File: src/rtl/sensor_conditioner_if.sv
// Pad-side and sensor-manager-side signals of the fork/crank reed-switch conditioner.
// The conditioner binds to the slave modport; the pad/manager side binds to master.
interface sensor_conditioner_if;
    logic       nFork_raw;
    logic       nCrank_raw;
    logic       glitch_clr;
    logic       nFork;
    logic       nCrank;
    logic       fork_evt;
    logic       crank_evt;
    logic [7:0] fork_glitch;
    logic [7:0] crank_glitch;

    modport master (
        output nFork_raw, nCrank_raw, glitch_clr,
        input  nFork, nCrank, fork_evt, crank_evt, fork_glitch, crank_glitch
    );

    modport slave (
        input  nFork_raw, nCrank_raw, glitch_clr,
        output nFork, nCrank, fork_evt, crank_evt, fork_glitch, crank_glitch
    );
endinterface

File: src/rtl/sensor_conditioner.sv
// Two-channel reed-switch conditioner: synchronise, debounce and rate-limit each
// active-low input, producing a clean level, a press strobe and a glitch count.
module sensor_conditioner #(
    parameter int unsigned FILTER_CYCLES = 32,
    parameter int unsigned MIN_PERIOD    = 1024
) (
    input  logic                 HCLK,
    input  logic                 HRESETn,
    sensor_conditioner_if.slave  bus
);
    localparam int unsigned NCH    = 2;
    localparam int unsigned CNT_W  = 8;
    localparam int unsigned LOCK_W = 16;
    localparam int unsigned GL_W   = 8;

    localparam logic [CNT_W-1:0]  FILT_MAX  = CNT_W'(FILTER_CYCLES);
    localparam logic [LOCK_W-1:0] LOCK_LOAD = LOCK_W'(MIN_PERIOD);
    localparam logic [GL_W-1:0]   GL_MAX    = '1;

    typedef enum logic [1:0] {
        RELEASED    = 2'd0,
        PRESS_CHK   = 2'd1,
        PRESSED     = 2'd2,
        RELEASE_CHK = 2'd3
    } state_t;

    // Channel 0 = fork, channel 1 = crank
    logic [NCH-1:0] w_raw;
    assign w_raw = {bus.nCrank_raw, bus.nFork_raw};

    logic [NCH-1:0]    r_sync1;
    logic [NCH-1:0]    r_sync2;
    state_t            r_state     [NCH];
    state_t            w_state_nxt [NCH];
    logic [CNT_W-1:0]  r_cnt       [NCH];
    logic [CNT_W-1:0]  w_cnt_nxt   [NCH];
    logic [LOCK_W-1:0] r_lock      [NCH];
    logic [LOCK_W-1:0] w_lock_nxt  [NCH];
    logic [GL_W-1:0]   r_glitch    [NCH];
    logic [GL_W-1:0]   w_glitch_nxt[NCH];
    logic [NCH-1:0]    r_reject;
    logic [NCH-1:0]    w_reject_nxt;
    logic [NCH-1:0]    r_clean;
    logic [NCH-1:0]    w_clean_nxt;
    logic [NCH-1:0]    r_evt;
    logic [NCH-1:0]    w_evt_nxt;
    logic [NCH-1:0]    w_glitch_inc;

    // State and datapath registers; reset aborts every channel on the same edge
    always_ff @(posedge HCLK) begin
        if (!HRESETn) begin
            r_sync1  <= '1;
            r_sync2  <= '1;
            r_reject <= '0;
            r_clean  <= '1;
            r_evt    <= '0;
            for (int ch = 0; ch < NCH; ch++) begin
                r_state[ch]  <= RELEASED;
                r_cnt[ch]    <= '0;
                r_lock[ch]   <= '0;
                r_glitch[ch] <= '0;
            end
        end else begin
            r_sync1  <= w_raw;
            r_sync2  <= r_sync1;
            r_reject <= w_reject_nxt;
            r_clean  <= w_clean_nxt;
            r_evt    <= w_evt_nxt;
            for (int ch = 0; ch < NCH; ch++) begin
                r_state[ch]  <= w_state_nxt[ch];
                r_cnt[ch]    <= w_cnt_nxt[ch];
                r_lock[ch]   <= w_lock_nxt[ch];
                r_glitch[ch] <= w_glitch_nxt[ch];
            end
        end
    end

    // Per-channel debounce FSM, lockout and glitch bookkeeping
    always_comb begin
        for (int ch = 0; ch < NCH; ch++) begin
            w_state_nxt[ch]  = r_state[ch];
            w_cnt_nxt[ch]    = r_cnt[ch];
            w_lock_nxt[ch]   = (r_lock[ch] != '0) ? r_lock[ch] - LOCK_W'(1) : r_lock[ch];
            w_reject_nxt[ch] = r_reject[ch] & ~r_sync2[ch];
            w_evt_nxt[ch]    = 1'b0;
            w_glitch_inc[ch] = 1'b0;

            case (r_state[ch])
                RELEASED: begin
                    if (!r_sync2[ch]) begin
                        if (r_reject[ch]) begin
                            w_state_nxt[ch] = RELEASED;
                        end else if (r_lock[ch] == '0) begin
                            w_state_nxt[ch] = PRESS_CHK;
                            w_cnt_nxt[ch]   = CNT_W'(1);
                        end else begin
                            w_reject_nxt[ch] = 1'b1;
                            w_glitch_inc[ch] = 1'b1;
                        end
                    end
                end
                PRESS_CHK: begin
                    if (r_cnt[ch] == FILT_MAX) begin
                        w_state_nxt[ch] = PRESSED;
                        w_evt_nxt[ch]   = 1'b1;
                        w_lock_nxt[ch]  = LOCK_LOAD;
                    end else if (r_sync2[ch]) begin
                        w_state_nxt[ch]  = RELEASED;
                        w_glitch_inc[ch] = 1'b1;
                    end else begin
                        w_cnt_nxt[ch] = r_cnt[ch] + CNT_W'(1);
                    end
                end
                PRESSED: begin
                    if (r_sync2[ch]) begin
                        w_state_nxt[ch] = RELEASE_CHK;
                        w_cnt_nxt[ch]   = CNT_W'(1);
                    end
                end
                RELEASE_CHK: begin
                    if (r_cnt[ch] == FILT_MAX) begin
                        w_state_nxt[ch] = RELEASED;
                    end else if (!r_sync2[ch]) begin
                        w_state_nxt[ch]  = PRESSED;
                        w_glitch_inc[ch] = 1'b1;
                    end else begin
                        w_cnt_nxt[ch] = r_cnt[ch] + CNT_W'(1);
                    end
                end
                default: w_state_nxt[ch] = RELEASED;
            endcase

            w_clean_nxt[ch] = !((w_state_nxt[ch] == PRESSED) ||
                                (w_state_nxt[ch] == RELEASE_CHK));

            // Clear beats a same-cycle increment; count saturates at all-ones
            if (bus.glitch_clr) begin
                w_glitch_nxt[ch] = '0;
            end else if (w_glitch_inc[ch] && (r_glitch[ch] != GL_MAX)) begin
                w_glitch_nxt[ch] = r_glitch[ch] + GL_W'(1);
            end else begin
                w_glitch_nxt[ch] = r_glitch[ch];
            end
        end
    end

    assign bus.nFork        = r_clean[0];
    assign bus.nCrank       = r_clean[1];
    assign bus.fork_evt     = r_evt[0];
    assign bus.crank_evt    = r_evt[1];
    assign bus.fork_glitch  = r_glitch[0];
    assign bus.crank_glitch = r_glitch[1];

endmodule

File: src/flat_wrapper.sv
// flat-port wrapper written by rule: the top's interface ports become plain ports
module sensor_conditioner_flat 
#(
    parameter int unsigned FILTER_CYCLES = 32,
    parameter int unsigned MIN_PERIOD    = 1024
)
  (HCLK, HRESETn, bus_nFork_raw, bus_nCrank_raw, bus_glitch_clr, bus_nFork, bus_nCrank, bus_fork_evt, bus_crank_evt, bus_fork_glitch, bus_crank_glitch);
  sensor_conditioner_if bus_i ();
  input  logic HCLK;
  input  logic HRESETn;
  input wire logic [$bits(bus_i.nFork_raw)-1:0] bus_nFork_raw;
  input wire logic [$bits(bus_i.nCrank_raw)-1:0] bus_nCrank_raw;
  input wire logic [$bits(bus_i.glitch_clr)-1:0] bus_glitch_clr;
  output wire logic [$bits(bus_i.nFork)-1:0] bus_nFork;
  output wire logic [$bits(bus_i.nCrank)-1:0] bus_nCrank;
  output wire logic [$bits(bus_i.fork_evt)-1:0] bus_fork_evt;
  output wire logic [$bits(bus_i.crank_evt)-1:0] bus_crank_evt;
  output wire logic [$bits(bus_i.fork_glitch)-1:0] bus_fork_glitch;
  output wire logic [$bits(bus_i.crank_glitch)-1:0] bus_crank_glitch;
  assign bus_i.nFork_raw = bus_nFork_raw;
  assign bus_i.nCrank_raw = bus_nCrank_raw;
  assign bus_i.glitch_clr = bus_glitch_clr;
  assign bus_nFork = bus_i.nFork;
  assign bus_nCrank = bus_i.nCrank;
  assign bus_fork_evt = bus_i.fork_evt;
  assign bus_crank_evt = bus_i.crank_evt;
  assign bus_fork_glitch = bus_i.fork_glitch;
  assign bus_crank_glitch = bus_i.crank_glitch;
  sensor_conditioner #(.FILTER_CYCLES(FILTER_CYCLES), .MIN_PERIOD(MIN_PERIOD)) u_core (.HCLK(HCLK), .HRESETn(HRESETn), .bus(bus_i));
endmodule
File: config.mk
export PLATFORM = sky130hd
export DESIGN_NAME = sensor_conditioner_flat
export DESIGN_NICKNAME = d
export VERILOG_FILES = /design/src/rtl/sensor_conditioner_if.sv /design/src/rtl/sensor_conditioner.sv /design/src/flat_wrapper.sv
export SDC_FILE = /design/constraint.sdc
export NUM_CORES = 1
export LEC_CHECK = 0
export ABC_AREA = 1
export BUFFER_PORTS_ARGS = -buffer_cell sky130_fd_sc_hd__buf_2
export CORE_ASPECT_RATIO = 0.5
export CORE_MARGIN = 4
export CORE_UTILIZATION = 61
export DETAILED_ROUTE_END_ITERATION = 8
export PLACE_DENSITY = 0.9
export SLEW_MARGIN = 20
export SYNTH_ARGS = -nofsm -noshare
export SYNTH_HDL_FRONTEND = slang
export SYNTH_SLANG_ARGS = --single-unit
File: constraint.sdc
create_clock -name HCLK -period 2.6 [get_ports HCLK]
set_clock_uncertainty 0.15 [all_clocks]
set_input_delay 0.52 -clock HCLK [delete_from_list [all_inputs] [get_ports HCLK]]
set_output_delay 0.52 -clock HCLK [all_outputs]
set_load 0.02 [all_outputs]
* Word-level counts from Yosys, hierarchy flattened
Memories as Yosys holds them, arrays and structs flattened.
Cells that the tools add are included.
W data, S select, Z words.
** Word-level totals
- Flip-flop bits (word level) :: 10
- Bits in latches :: 0
- Memory bits (writable) :: 68
- Memory bits (read-only) :: 0
- Input port bits :: 5
- Output and inout bits :: 20
- Memories :: 4
** Memory list
- u_core.r_lock :: words 2, bits a word 16, read ports 2, clocked after Yosys merged registers in 0, wr ports 2, RTL line sensor_conditioner.sv:37 : logic [LOCK_W-1:0] r_lock [NCH];
- u_core.r_cnt :: words 2, bits a word 8, read ports 2, clocked after Yosys merged registers in 0, wr ports 2, RTL line sensor_conditioner.sv:35 : logic [CNT_W-1:0] r_cnt [NCH];
- u_core.r_glitch :: words 2, bits a word 8, read ports 2, clocked after Yosys merged registers in 0, wr ports 2, RTL line sensor_conditioner.sv:39 : logic [GL_W-1:0] r_glitch [NCH];
- u_core.r_state :: words 2, bits a word 2, read ports 2, clocked after Yosys merged registers in 0, wr ports 2, RTL line sensor_conditioner.sv:33 : state_t r_state [NCH];
** Cells by class
- $add $sub $neg :: 6
- Multiply operators :: 0
- Divide/modulo/power cells :: 0
- Magnitude comparators :: 0
- Equality and inequality tests :: 14
- Shifts and indexed selects :: 0
- Mux-type cells :: 82
- Bitwise logic cells :: 12
- Reduce and logical (&&, ||, !) cells :: 14
** Operators with widths (count)
- $mux W8 :: 24
- $mux W16 :: 8
- $pmux W8 S4 :: 2
- $mux W2 :: 18
- $add A8 B1 Y8 const B :: 4
- $logic_not A16 Y1 :: 2
- $reduce_bool A16 Y1 :: 2
- $sub A16 B1 Y16 const B :: 2
- $mux W1 :: 26
- $eq A2 B2 Y1 const B :: 8
- $eq A8 B6 Y1 const B :: 2
- $ne A8 B8 Y1 const B :: 2
- $pmux W2 S4 :: 2
- $or A1 B1 Y1 :: 8
- $pmux W1 S3 :: 2
- $eq A2 B1 Y1 const B :: 2
- $logic_not A2 Y1 :: 2
- $reduce_and A2 Y1 :: 2
- $and A1 B1 Y1 :: 2
- $logic_and A1 B1 Y1 :: 2
- $logic_not A1 Y1 :: 2
- $logic_or A1 B1 Y1 :: 2
- $not A1 Y1 :: 2

* Depth between registers and ports, before layout
Gate-level depths: netlist of run 1.
- Word-level depth :: 9
- Mapped depth :: 11
- Mapped depth without buffers :: 11

* Worst setup path after synthesis of run 1
Ideal clock, no wire load.
- Path kind :: reg2reg
- Start :: memory u_core.r_state[0][3] in the netlist's numbering
- End :: memory u_core.r_cnt[1][5] (netlist: u_core.r_cnt[0][13])
- Library setup time :: 0.134 ns
- Arrival :: 1.519 ns
- Data required time :: 2.316 ns
- Path slack :: 0.797 ns
- Stages on the path, launching flop included :: 9
- Clock period less this slack :: 1.803 ns
- Cells stage by stage :: dfxtp_1 -> inv_1 -> ha_1 -> nor2_4 -> inv_1 -> a21oi_2 -> nand2_4 -> nand2_1 -> a21oi_1
** RTL lines (RTL line)
- start: declaration :: sensor_conditioner.sv:33
- end: declaration :: sensor_conditioner.sv:35

==> results_dict.tcl, run 1 <==
set metrics [dict create \
    hold_buffers 0 \
    internal_power_mw 2.869 \
    fill_cells 535 \
    area_delta_synth_final_pct 12.30 \
    overflow 0 \
    initial_utilization 0.6279 \
    fp.dieW_um 125.2 \
    htree_num_levels 3 \
    insertion_delay_ns 0.34 \
    slowest_stage "dfxtp_1" \
    synth_area_leaders "dfxtp_1 37%, nand2_1 11%, nor2_1 8.2%" \
    synth_seq_cells 78 \
    final_nets 633 \
    maxSlewHeadroom 0.5455 \
    floorplan.die.height_um 66.61 \
    holdWs_ns 0.2161 \
    placed_cell_area_sq_um 4404 \
    end_kind "flop" \
    synth.distinct_cells 33 \
    ant_nets 0 \
    firstDrtPassIters 6 \
    wirelength_um 9281 \
    drt_iter0_drc 307 \
    pin_count 25 \
    numCtsBuffers 9 \
    fp-row-count 21 \
    yosys_warnings 0 \
    netlist_area_sq_um 4190 \
    vias 3877 \
    finalMaxSlewViolations 0 \
    grt_max_degree 28 \
    via_per_inst 5.445 \
    design_power_total_mw 4.765 \
    p_seq_frac 0.336 \
    max-cap-violations 0 \
    dp_hpwl_um 6138 \
    fmax_mhz 473.1 \
    cts_tree "yes" \
    syn_avg_cell_area_sq_um 7.163 \
    final_common_cell "nand2_1" \
    drive_above_1_share 0.1355 \
    crit_family "compound AO/OA/AOI/OAI gates" \
    required_ns 2.67 \
    crit_top_cell "inv_1" \
    core_sq_um 6674 \
    clkSinkCount 78 \
    crit_buf_inv 2 \
    grt_pass1_wl_um 15480 \
    gp_congestion 0.9029 \
    p_switching_mw 1.895 \
    powerDensity_nw_per_um2 1013 \
    cts-resized-gates 0 \
    layout.area.seq_sq_um 1562 \
    synth_top_area_frac 0.3726 \
    cp_max_fo 9 \
    clock_path_buffers 2 \
    rsz0062_at_grt "no" \
    cts_setup_buffers 0 \
    synth.net_count 603 \
    tightest_slew_ns 0.6817 \
    critPathMaxStageDelay_ns 0.42 \
    setup_viol 0 \
    cts_root_buffer "clkbuf_16" \
    layout_common_cells "121 x nand2_1, 91 x nor2_1, 78 x dfxtp_1" \
    arrival_ns 2.18 \
    io_buffers 24 \
    grtUsageTotal 0.2272 \
    power_frac_comb 0.398 \
    irDropWorstVdd_mv 0.4126 \
    status "finished, final reports clean" \
    die-area_sq_um 8340 \
    diodes 0 \
    path_class "flop to flop" \
    layout_min_cycle_time_ns 2.114 \
    cp-start-kind "flop" \
    syn_inst 585 \
    antenna_found_initial 0 \
    min_path_type "input pin to flop" \
    power_leakage_nw 2.072 \
    grt_pass1_vias 3427 \
    power_frac_clock 0.265 \
    period_share 0.8129 \
    crit_chain "inv_1 > ha_1 > nor2_4 > inv_1 > a21oi_2 > nand2_4 > nand2_1 > a21oi_1" \
    synth_area_leader_cell "dfxtp_1" \
    design_area_sq_um 4706 \
    multi_input_area_sq_um 2390 \
    path_clk_slew_ns 0.06 \
    fin_setup_tns_ns 0 \
    switching_share 0.3978 \
    drcViolationCount 0 \
    wl_per_cell_um 13.04 \
    hold_viol 0 \
    ys_seq_area_frac 0.3726 \
]
[final cells by class]
class	instances	area share
flip-flops and latches	78	0.3318
inverters	56	0.04467
clock buffers	12	0.05451
multi-input cells	445	0.5078
clock inverters	4	0.009572
well taps	92	0.02446
repair buffers	25	0.02712
[registers in the layout (all words and copies together) (netlist names), 4 cells and up]
name	count
u_core.r_lock	32
u_core.r_glitch	16
u_core.r_state	4
u_core.r_cnt	16
[worst register-to-register path, stage by stage (launching register included)]
cell and delay [ns]:
dfxtp_1 0.42, inv_1 0.12, ha_1 0.30, nor2_4 0.20
inv_1 0.09, a21oi_2 0.41, nand2_4 0.15, nand2_1 0.10
a21oi_1 0.06
[per-layer routing]
| metal | vias to the layer above | wire [um] | GRT usage |
|---|---|---|---|
| met1 | 1793 | 4200 | 0.2751 |
| met5 | - | 0 | 0 |
| met4 | 0 | 163 | 0.07432 |
| li1 | 1943 | - | - |
| met3 | 21 | 546 | 0.06725 |
| met2 | 120 | 4371 | 0.3937 |
[cell families (layout without fill, tap and decap cells)]
family,count (synthesis),after routing,share of synthesized area
xor gates and xnor gates,40,40,0.08361
and+or+nand+nor,331,331,0.3655
AOI/OAI and AO/OA,61,61,0.08242
DFF,78,78,0.3726
buffers and inverters,62,97,0.05703
adders and majority gates,13,13,0.03882
[per-stage QoR]
step	worst slack [ns]	utilization	std cells
3_3_place_gp	0.6286	0.6599	696
3_5_place_dp	0.5479	0.6599	696
6_report	0.4864	0.7051	712
2_1_floorplan	0.7971	-	585
4_1_cts	0.5133	0.7051	712
5_1_grt	0.3142	0.7051	712
[worst paths after layout]
| check | startpoint | to | slack, ns | depth (start not counted) |
|---|---|---|---|---|
| hold / removal | bus_nCrank_raw | u_core.r_sync1[1] | 0.22 | 2 |
| hold reg to reg | u_core.r_sync1[1] | u_core.r_sync2[1] | 0.26 | 1 |
| setup / recovery | u_core.r_state[0][3] | u_core.r_cnt[0][14] | 0.49 | 8 |
| setup reg to reg | u_core.r_state[0][3] | u_core.r_cnt[0][14] | 0.49 | 8 |
[power by group through the flow]
stage | sequential, mW | combinational (mW) | clock [mW]
3_3_place_gp | 1.61 | 1.77 | 0
5_1_grt | 1.63 | 2.15 | 1.33
6_report | 1.60 | 1.90 | 1.26
3_5_place_dp | 1.62 | 1.82 | 0
4_1_cts | 1.60 | 1.89 | 1.27
2_1_floorplan | 1.58 | 1.54 | 0
[Yosys cell counts]
library cell,n
nor3b_1,2
nand3_1,60
nand4_1,8
nor2_4,5
nor3b_2,1
a211oi_1,4
nand2_1,121
o21ai_4,1
nand2_4,7
o21ai_0,4
inv_1,52
nand3_2,2
buf_2,2
o211ai_1,1
xor2_1,27
nor3_1,12
buf_4,1
o31ai_1,1
clkbuf_1,3
dfxtp_1,78
a31oi_1,2
a21oi_1,45
ha_1,13
nor3_2,1
nor2_2,8
or2_2,6
inv_2,4
a21oi_2,1
nor2_1,91
nand3b_1,1
o21ai_2,2
nand2_2,6
xnor2_1,13
Power figures use the tool's default switching activity.
==> inputs of run 2 (changes only) <==
==> constraint.sdc (replaced) <==
create_clock -name HCLK -period 2 [get_ports HCLK]
set_clock_uncertainty 0.15 [all_clocks]
set_input_delay 0.4 -clock HCLK [delete_from_list [all_inputs] [get_ports HCLK]]
set_output_delay 0.4 -clock HCLK [all_outputs]
set_load 0.02 [all_outputs]
==> results_dict.tcl, run 2 (same netlist as run 1, synthesis figures left out) <==
set metrics [dict create \
    cts_root_buffer "clkbuf_16" \
    p_switching_mw 2.552 \
    pin_count 25 \
    top_register "u_core.r_lock" \
    gp_congestion 0.8690 \
    arrival_ns 1.96 \
    cp-startpoint "u_core.r_lock[0][0]" \
    setup_viol 0 \
    via_per_inst 5.427 \
    cp.depth 11 \
    drt_iter0_drc 380 \
    maxSlewHeadroom 0.7046 \
    design_power_total_mw 6.275 \
    critPathMaxStageDelay_ns 0.35 \
    dpl.cell_count 700 \
    dp_hpwl_um 6232 \
    powerDensity_nw_per_um2 1315 \
    crit_family "simple AND/OR/NAND/NOR gates" \
    initial_utilization 0.6279 \
    largest_reg_flops 32 \
    wl_met1_um 4402 \
    p_seq_frac 0.333 \
    die-area_sq_um 8340 \
    drive_above_1_share 0.1490 \
    power_leakage_nw 2.085 \
    grtUsageTotal 0.2319 \
    final_nets 638 \
    core_sq_um 6674 \
    wl_met2_um 4215 \
    grt_pass1_vias 3588 \
    wl_per_cell_um 13.06 \
    cts_tree "yes" \
    drcViolationCount 0 \
    hold_depth 2 \
    irDropWorstVdd_mv 0.6001 \
    power_frac_clock 0.263 \
    path_class "flop to flop" \
    slowest_stage "dfxtp_1" \
    vias 3886 \
    cp-start-kind "flop" \
    finalMaxSlewViolations 0 \
    placed_cell_area_sq_um 4434 \
    clkSinkCount 78 \
    diodes 0 \
    htree_num_levels 3 \
    end_kind "flop" \
    holdWs_ns 0.08885 \
    required_ns 2.08 \
    r2r-start "u_core.r_lock[0][0]" \
    rr_worst_depth 11 \
    final_common_cell "nand2_1" \
    wirelength_um 9350 \
    max-cap-violations 0 \
    dp_slack_ns 0.08000 \
    overflow 0 \
    fp-row-count 21 \
    layout_min_cycle_time_ns 1.881 \
    setup_slack_ns 0.1193 \
    switching_share 0.4067 \
    layout.cells.non_filler 716 \
    io_buffers 24 \
    period_share 0.9403 \
    numCtsBuffers 9 \
    fmax_mhz 531.7 \
    hp-start "bus_nFork_raw" \
    antenna_found_initial 0 \
    rsz0062_at_grt "no" \
    reg2reg_slack_ns 0.12 \
    clock_path_buffers 2 \
    grt_pass1_wl_um 15880 \
    design_area_sq_um 4771 \
    grt_max_degree 19 \
    cp_max_fo 10 \
    crit_buf_inv 1 \
    largestRegisters "u_core.r_lock (32), u_core.r_cnt (16), u_core.r_glitch (16)" \
    internal_power_mw 3.723 \
    dr_wl_met3_um 588 \
    final_util 0.7148 \
    tightest_slew_ns 0.4420 \
    layout_common_cells "120 x nand2_1, 90 x nor2_1, 78 x dfxtp_1" \
    path_clk_slew_ns 0.06 \
    power_frac_comb 0.404 \
    highest_layer "met4" \
    firstDrtPassIters 5 \
    fp.dieW_um 125.2 \
    min_path_type "input pin to flop" \
    crit_chain "inv_1 > ha_1 > nand2_1 > nor2_2 > nand2_2 > nor2_4 > nand2_4 > nand2_4 > nand3_1 > nand2_1 > nor2_1" \
    status "finished, final reports clean" \
    floorplan.die.height_um 66.61 \
    area_delta_synth_final_pct 13.85 \
    fin_setup_tns_ns 0 \
    hold_viol 0 \
    insertion_delay_ns 0.35 \
    ant_nets 0 \
]
run 2: changes by cell type in the layout (fill, tap and decap cells not counted), moves of 2 or more:
cell,previous run,this run
buf_4,1,5
clkinv_2,3,1
clkinvlp_4,0,2
ha_1,13,11
ha_2,0,2
nand3_2,2,0
nand3_4,0,2
run 2: metal layers:
metal / GRT usage / vias to the layer above
li1: - / 1962
met1: 0.2919 / 1778
met2: 0.3864 / 125
met3: 0.07446 / 21
met4: 0.06757 / 0
met5: 0 / -
run 2: power groups by stage:
stage	clock (mW)	sequential, mW	combinational [mW]
floorplan	0	2.05	2.00
global placement	0	2.09	2.34
detailed placement	0	2.10	2.41
CTS	1.66	2.08	2.47
finish	1.65	2.09	2.54
global route	1.73	2.12	2.86
run 2: path summary, 6_finish.rpt:
path                   endpoint
max          u_core.r_cnt[0][0]
min reg2reg   u_core.r_sync2[1]
max reg2reg  u_core.r_cnt[0][0]
min           u_core.r_sync1[0]
run 2: worst reg2reg max path: cells and delay by family, from the launching register on:
family | cells | cell delay, ns
fa+ha+maj | 1 | 0.22
buf+inv | 1 | 0.09
flops | 1 | 0.35
simple gates | 9 | 0.96
run 2: area by class of cell:
| cell class | instances | area (sq um) |
|---|---|---|
| fillers | 500 | 1903 |
| multi-input cells | 446 | 2429 |
| clock buffers | 10 | 239.0 |
| inverters | 56 | 210.2 |
| clock inverters | 5 | 58.81 |
| flip-flops and latches | 78 | 1562 |
| repair buffers | 29 | 157.7 |
| well taps | 92 | 115.1 |
run 2: what timing repair did:
action | CTS | global route
setup endpoints to repair | 1 | 17
cloned | 0 | 1
resized for setup | 1 | 6
pin swaps | 0 | 1
hold buffers | 0 | 0
buffers inserted | 0 | 0
